`src/rtl/lsu_seq_if.sv`:
```
// Core/BRAM-facing bundle of the load/store sequencer: request, response
// and the synchronous-read data BRAM port.
interface lsu_seq_if #(
    parameter int ADDR_WIDTH = 14
);
    logic                  req_valid;
    logic                  req_we;
    logic [2:0]            req_funct3;
    logic [31:0]           req_addr;
    logic [31:0]           req_wdata;
    logic                  req_ready;
    logic                  resp_valid;
    logic [31:0]           resp_rdata;
    logic                  resp_err;
    logic [ADDR_WIDTH-1:0] mem_addr;
    logic [3:0]            mem_we;
    logic [31:0]           mem_din;
    logic [31:0]           mem_dout;

    modport slave (
        input  req_valid, req_we, req_funct3, req_addr, req_wdata, mem_dout,
        output req_ready, resp_valid, resp_rdata, resp_err, mem_addr, mem_we, mem_din
    );

    modport master (
        output req_valid, req_we, req_funct3, req_addr, req_wdata, mem_dout,
        input  req_ready, resp_valid, resp_rdata, resp_err, mem_addr, mem_we, mem_din
    );
endinterface

```
`src/rtl/lsu_seq.sv`:
```
// Load/store sequencer: splits word-crossing accesses into two aligned BRAM
// accesses, merges/extends load data and stalls the core until done.
module lsu_seq #(
    parameter int ADDR_WIDTH = 14
) (
    input  logic       clk,
    input  logic       rst,
    lsu_seq_if.slave   bus
);
    typedef enum logic [2:0] {IDLE, RD0, RD1, RD2, WR0, WR1, RESP} state_t;

    typedef struct packed {
        logic                  we;
        logic [2:0]            f3;
        logic [ADDR_WIDTH-1:0] word;
        logic [1:0]            off;
        logic [31:0]           wdata;
        logic                  err;
    } req_t;

    localparam logic [ADDR_WIDTH-1:0] ONE = {{(ADDR_WIDTH-1){1'b0}}, 1'b1};

    state_t                state, state_nx;
    req_t                  held, cur;
    logic [31:0]           lo, hi;
    logic [ADDR_WIDTH-1:0] addr_q, addr_nx;
    logic [3:0]            we_q, we_nx;
    logic [31:0]           din_q, din_nx;
    logic                  illegal_in, spans;
    logic [2:0]            nbytes;
    logic [7:0]            mask8;
    logic [63:0]           wsh;
    logic [31:0]           x, ext;
    logic                  unused_addr_hi;

    assign unused_addr_hi = ^bus.req_addr[31:ADDR_WIDTH+2];

    always_comb begin
        if (bus.req_we)
            illegal_in = !(bus.req_funct3 == 3'b000 || bus.req_funct3 == 3'b001 ||
                           bus.req_funct3 == 3'b010);
        else
            illegal_in = (bus.req_funct3 == 3'b011) || (bus.req_funct3[2:1] == 2'b11);
    end

    // In IDLE the live request drives the datapath so WR0 values can be
    // registered on the accept edge; afterwards only the held copy is used.
    always_comb begin
        cur = held;
        if (state == IDLE) begin
            cur.we    = bus.req_we;
            cur.f3    = bus.req_funct3;
            cur.word  = bus.req_addr[ADDR_WIDTH+1:2];
            cur.off   = bus.req_addr[1:0];
            cur.wdata = bus.req_wdata;
            cur.err   = illegal_in;
        end
    end

    always_comb begin
        case (cur.f3[1:0])
            2'b00:   begin nbytes = 3'd1; mask8 = 8'h01 << cur.off; end
            2'b01:   begin nbytes = 3'd2; mask8 = 8'h03 << cur.off; end
            default: begin nbytes = 3'd4; mask8 = 8'h0F << cur.off; end
        endcase
        spans = ({2'b00, cur.off} + {1'b0, nbytes}) > 4'd4;
        wsh   = {32'h0, cur.wdata} << {cur.off, 3'b000};
    end

    always_comb begin
        state_nx = state;
        addr_nx  = addr_q;
        we_nx    = 4'b0000;
        din_nx   = din_q;
        case (state)
            IDLE: if (bus.req_valid) begin
                if (cur.err) begin
                    state_nx = RESP;
                end else if (cur.we) begin
                    state_nx = WR0;
                    addr_nx  = cur.word;
                    we_nx    = mask8[3:0];
                    din_nx   = wsh[31:0];
                end else begin
                    state_nx = RD0;
                    addr_nx  = cur.word;
                end
            end
            RD0: begin
                state_nx = RD1;
                addr_nx  = held.word + ONE;
            end
            RD1: state_nx = spans ? RD2 : RESP;
            RD2: state_nx = RESP;
            WR0: if (spans) begin
                state_nx = WR1;
                addr_nx  = held.word + ONE;
                we_nx    = mask8[7:4];
                din_nx   = wsh[63:32];
            end else begin
                state_nx = RESP;
            end
            WR1:     state_nx = RESP;
            RESP:    state_nx = IDLE;
            default: state_nx = IDLE;
        endcase
    end

    always_ff @(posedge clk) begin
        if (rst) begin
            state  <= IDLE;
            addr_q <= '0;
            we_q   <= 4'b0000;
            din_q  <= '0;
            lo     <= '0;
            hi     <= '0;
            held   <= '0;
        end else begin
            state  <= state_nx;
            addr_q <= addr_nx;
            we_q   <= we_nx;
            din_q  <= din_nx;
            if (state == IDLE && bus.req_valid)
                held <= cur;
            // hi is cleared here so non-spanning loads merge against zero
            if (state == RD1) begin
                lo <= bus.mem_dout;
                hi <= '0;
            end
            if (state == RD2)
                hi <= bus.mem_dout;
        end
    end

    always_comb begin
        x = 32'({hi, lo} >> {held.off, 3'b000});
        case (held.f3)
            3'b000:  ext = {{24{x[7]}}, x[7:0]};
            3'b001:  ext = {{16{x[15]}}, x[15:0]};
            3'b010:  ext = x;
            3'b100:  ext = {24'h0, x[7:0]};
            3'b101:  ext = {16'h0, x[15:0]};
            default: ext = '0;
        endcase
    end

    assign bus.req_ready  = (state == IDLE);
    assign bus.resp_valid = (state == RESP);
    assign bus.resp_err   = (state == RESP) && held.err;
    assign bus.resp_rdata = (state == RESP && !held.we && !held.err) ? ext : 32'h0;
    assign bus.mem_addr   = addr_q;
    assign bus.mem_we     = we_q;
    assign bus.mem_din    = din_q;
endmodule

```
`src/flat_wrapper.sv`:
```
// flat-port wrapper written by rule: the top's interface ports become plain ports
module lsu_seq_flat 
#(
    parameter int ADDR_WIDTH = 14
)
  (clk, rst, bus_req_valid, bus_req_we, bus_req_funct3, bus_req_addr, bus_req_wdata, bus_mem_dout, bus_req_ready, bus_resp_valid, bus_resp_rdata, bus_resp_err, bus_mem_addr, bus_mem_we, bus_mem_din);
  lsu_seq_if #(.ADDR_WIDTH(ADDR_WIDTH)) bus_i ();
  input  logic clk;
  input  logic rst;
  input wire logic [$bits(bus_i.req_valid)-1:0] bus_req_valid;
  input wire logic [$bits(bus_i.req_we)-1:0] bus_req_we;
  input wire logic [$bits(bus_i.req_funct3)-1:0] bus_req_funct3;
  input wire logic [$bits(bus_i.req_addr)-1:0] bus_req_addr;
  input wire logic [$bits(bus_i.req_wdata)-1:0] bus_req_wdata;
  input wire logic [$bits(bus_i.mem_dout)-1:0] bus_mem_dout;
  output wire logic [$bits(bus_i.req_ready)-1:0] bus_req_ready;
  output wire logic [$bits(bus_i.resp_valid)-1:0] bus_resp_valid;
  output wire logic [$bits(bus_i.resp_rdata)-1:0] bus_resp_rdata;
  output wire logic [$bits(bus_i.resp_err)-1:0] bus_resp_err;
  output wire logic [$bits(bus_i.mem_addr)-1:0] bus_mem_addr;
  output wire logic [$bits(bus_i.mem_we)-1:0] bus_mem_we;
  output wire logic [$bits(bus_i.mem_din)-1:0] bus_mem_din;
  assign bus_i.req_valid = bus_req_valid;
  assign bus_i.req_we = bus_req_we;
  assign bus_i.req_funct3 = bus_req_funct3;
  assign bus_i.req_addr = bus_req_addr;
  assign bus_i.req_wdata = bus_req_wdata;
  assign bus_i.mem_dout = bus_mem_dout;
  assign bus_req_ready = bus_i.req_ready;
  assign bus_resp_valid = bus_i.resp_valid;
  assign bus_resp_rdata = bus_i.resp_rdata;
  assign bus_resp_err = bus_i.resp_err;
  assign bus_mem_addr = bus_i.mem_addr;
  assign bus_mem_we = bus_i.mem_we;
  assign bus_mem_din = bus_i.mem_din;
  lsu_seq #(.ADDR_WIDTH(ADDR_WIDTH)) u_core (.clk(clk), .rst(rst), .bus(bus_i));
endmodule
```
`config.mk`:
```
export PLATFORM = sky130hd
export DESIGN_NAME = lsu_seq_flat
export DESIGN_NICKNAME = d
export VERILOG_FILES = /design/src/rtl/lsu_seq_if.sv /design/src/rtl/lsu_seq.sv /design/src/flat_wrapper.sv
export SDC_FILE = /design/constraint.sdc
export NUM_CORES = 1
export LEC_CHECK = 0
export CAP_MARGIN = 20
export CORE_MARGIN = 8
export CORE_UTILIZATION = 32
export CTS_BUF_LIST = sky130_fd_sc_hd__clkbuf_8
export CTS_CLUSTER_SIZE = 30
export DETAILED_ROUTE_END_ITERATION = 10
export SYNTH_ARGS = -nofsm -noshare
export SYNTH_HDL_FRONTEND = slang
export SYNTH_SLANG_ARGS = --single-unit
export TNS_END_PERCENT = 20
```
`constraint.sdc`:
```
create_clock -name clk -period 4.8 [get_ports clk]
set_input_delay 1.44 -clock clk [delete_from_list [all_inputs] [get_ports clk]]
set_output_delay 1.44 -clock clk [all_outputs]
set_load 0.01 [all_outputs]
```
==> metrics.yaml <==
cts:
  cts_setup_buffers: 0
  path_clk_slew_ps: 100
  cts_max_level: 4
  cts-buffers-inserted: 17
  clk_path_buf_depth: 2
  cts_num_sinks: 162
  cts.hold.buffers_added: 0
  cts_root_buffer: "clkbuf_8"
  clock_latency_ps: 470
  cts_tree: "done"
  post_cts_resized: 0
sta:
  finalCriticalPeriod_ps: 4450
  period_share: 0.926
  finalClockSkew_ps: 21.0
  max_freq_ghz: 0.225
  hold_ws_ps: 454
  fin_ws_ps: 355
  tightest_slew_ps: 888
  rsz0062_at_grt: "false"
  maxSlewHeadroom: 0.408
  finalSetupViolCount: 0
  hold_viol_final: 0
  setup_tns_ps: 0
  finalMaxSlewViolations: 0
worst_setup_path:
  crit_path_start_kind: "flip-flop"
  crit_family: "buffers and inverters"
  critPathCaptureType: "output port"
  crit_type: "flip-flop to output port"
  path_depth: 6
  arrival_ps: 3010
  path_cells: "mux2i_1, mux2_2, o21ai_0, nand2_1, a21oi_1, clkdlybuf4s50_1"
  startpoint: "u_core.held[34]$_SDFFE_PP0P_"
  r2r-start: "u_core.state[0]$_SDFFE_PP0N_"
  r2r_cells: 12
  cp.required_ps: 3360
  crit_slowest_cell: "clkdlybuf4s50_1"
  crit_path_max_incr_delay_ps: 610
  worst-path-buf-inv: 1
  path_max_fanout: 17
global_routing:
  first_global_vias: 8837
  grt-ovfl-total: 0
  grt_pass1_wl_um: 50300
  grt_usage: 0.186
  grt_max_degree: 79
  antenna_found_initial: 1
route:
  wl_per_cell_um: 19.6
  first_pass_iters: 5
  route.detailed.drc: 0
  final_antenna_net_count: 0
  detail_route.iter0.violations: 815
  routed_wl_um: 32100
  vias: 9021
  vias_per_cell: 5.50
logic_synthesis:
  synth_top_cell_area_share: 0.356
  synth_ff_type: "dfxtp_1"
  ys_async_sr_fraction: 0
  synth_area_leaders: "dfxtp_1 (36%), nand2_1 (11%), a21oi_1 (9.9%)"
  synth.avg_cell_area_um2: 8.03
  yosysTopAreaCell: "dfxtp_1"
  synth_commonest_cells: "nand2_1 (272), a21oi_1 (181), dfxtp_1 (162)"
  ys_seq_area_frac: 0.356
  synth_area_mm2: 0.00911
  synth_edf_count: 0
  synthCells: 1135
  yosys_register_bits: 162
  synth_fp_nets: 1242
  yosysMostFrequentCell: "nand2_1"
  ys_types: 68
  ys_warn_count: 0
final_layout:
  final_nets: 1358
  fin_cells: 1641
  antenna_cells_inserted: 0
  synthToLayoutAreaGrowth_pct: 26.0
  drive_gt1_frac: 0.108
floorplan:
  dieWidth_um: 185
  core_area_mm2: 0.0279
  rows: 61
  fp.dieH_um: 185
  die_area_mm2: 0.0341
  initial_utilization: 0.326
  ioPinCount: 188
power:
  p_leak_nw: 3.82
  pwr_density_cell_mw_per_mm2: 526
  ir_drop_uv: 218
min_path:
  min_path_cells: 2
  hold_start: "u_core.hi[16]$_SDFFE_PP0P_"
  min_path_type: "flip-flop to flip-flop"
placement:
  port_buffers: 171
  dp.cells: 1610
  hpwl_um: 21900
  gp_congestion: 0.878
  dpl_worst_slack_ps: 113
run_status:
  status: "complete, no violations"
flow_run:
  cap_violations: 0
metal layers:
| layer | routed length, um | vias to the layer above | part of all wire | track usage |
|---|---|---|---|---|
| met5 | 13 | - | 0.00040 | 0 |
| met4 | 506 | 2 | 0.016 | 0.0496 |
| met3 | 2770 | 31 | 0.086 | 0.0529 |
| met2 | 15000 | 391 | 0.47 | 0.299 |
| met1 | 13800 | 4294 | 0.43 | 0.241 |
| li1 | - | 4303 | - | - |
state kept, by name, summed over array words and instances (netlist names):
register             count
u_core.state             3
u_core.lo               32
u_core.bus.mem_addr     14
u_core.bus.mem_din      32
u_core.hi               24
u_core.held             53
u_core.bus.mem_we        4
logic make-up after synthesis:
group,share of synthesized area
AO/OA/AOI/OAI,0.213
XOR/XNOR,0.00288
adder cells (fa/ha/maj),0.00741
buffers and inverters,0.0560
flip-flops,0.356
multiplexers,0.147
AND/OR/NAND/NOR,0.219
final cells by class:
cell class	count	area [um2]
fillers	2877	16500
repair buffers	204	1950
clock buffers	17	234
clock inverters	14	148
well taps	378	473
flip-flops and latches	162	3250
multi-input cells	853	5370
inverters	13	53.8
worst min-delay path: stages (launching register included):
cell	delay (ps)
dfxtp_1	320
nand2_1	50
a21oi_1	50
final timing paths:
check	end	slack, ps
hold reg to reg	u_core.hi[16]$_SDFFE_PP0P_	450
hold / removal	u_core.hi[16]$_SDFFE_PP0P_	450
setup / recovery	bus_resp_rdata[23]	350
setup reg to reg	u_core.bus.mem_din[26]$_SDFFE_PP0P_	950
report_power, final:
part           total, W  switching [W]  internal (W)
combinational   0.00315        0.00191       0.00124
clock           0.00101       0.000586      0.000427
sequential      0.00188       0.000246       0.00164
total           0.00604        0.00274       0.00330
per-stage QoR:
stage / total power [W] / instance area, um2 / utilization
after floorplan: 0.00394 / 9110 / -
after global placement: 0.00501 / 11100 / 0.397
after detailed placement: 0.00504 / 11100 / 0.397
after CTS: 0.00607 / 11500 / 0.411
after global routing: 0.00647 / 11500 / 0.411
final: 0.00604 / 11500 / 0.411
cells in the final DEF (no fill, tap or decap), drive strengths merged, types with 16 or more instances in the layout:
cell type,n
o21ai,16
clkbuf,17
dfxtp,162
a211oi,29
mux4,31
nand3,48
nor2b,35
inv,20
nand2,272
mux2,26
nor2,30
mux2i,33
a21oi,181
buf,35
clkdlybuf4s50,169
Power figures use the tool's default switching activity.
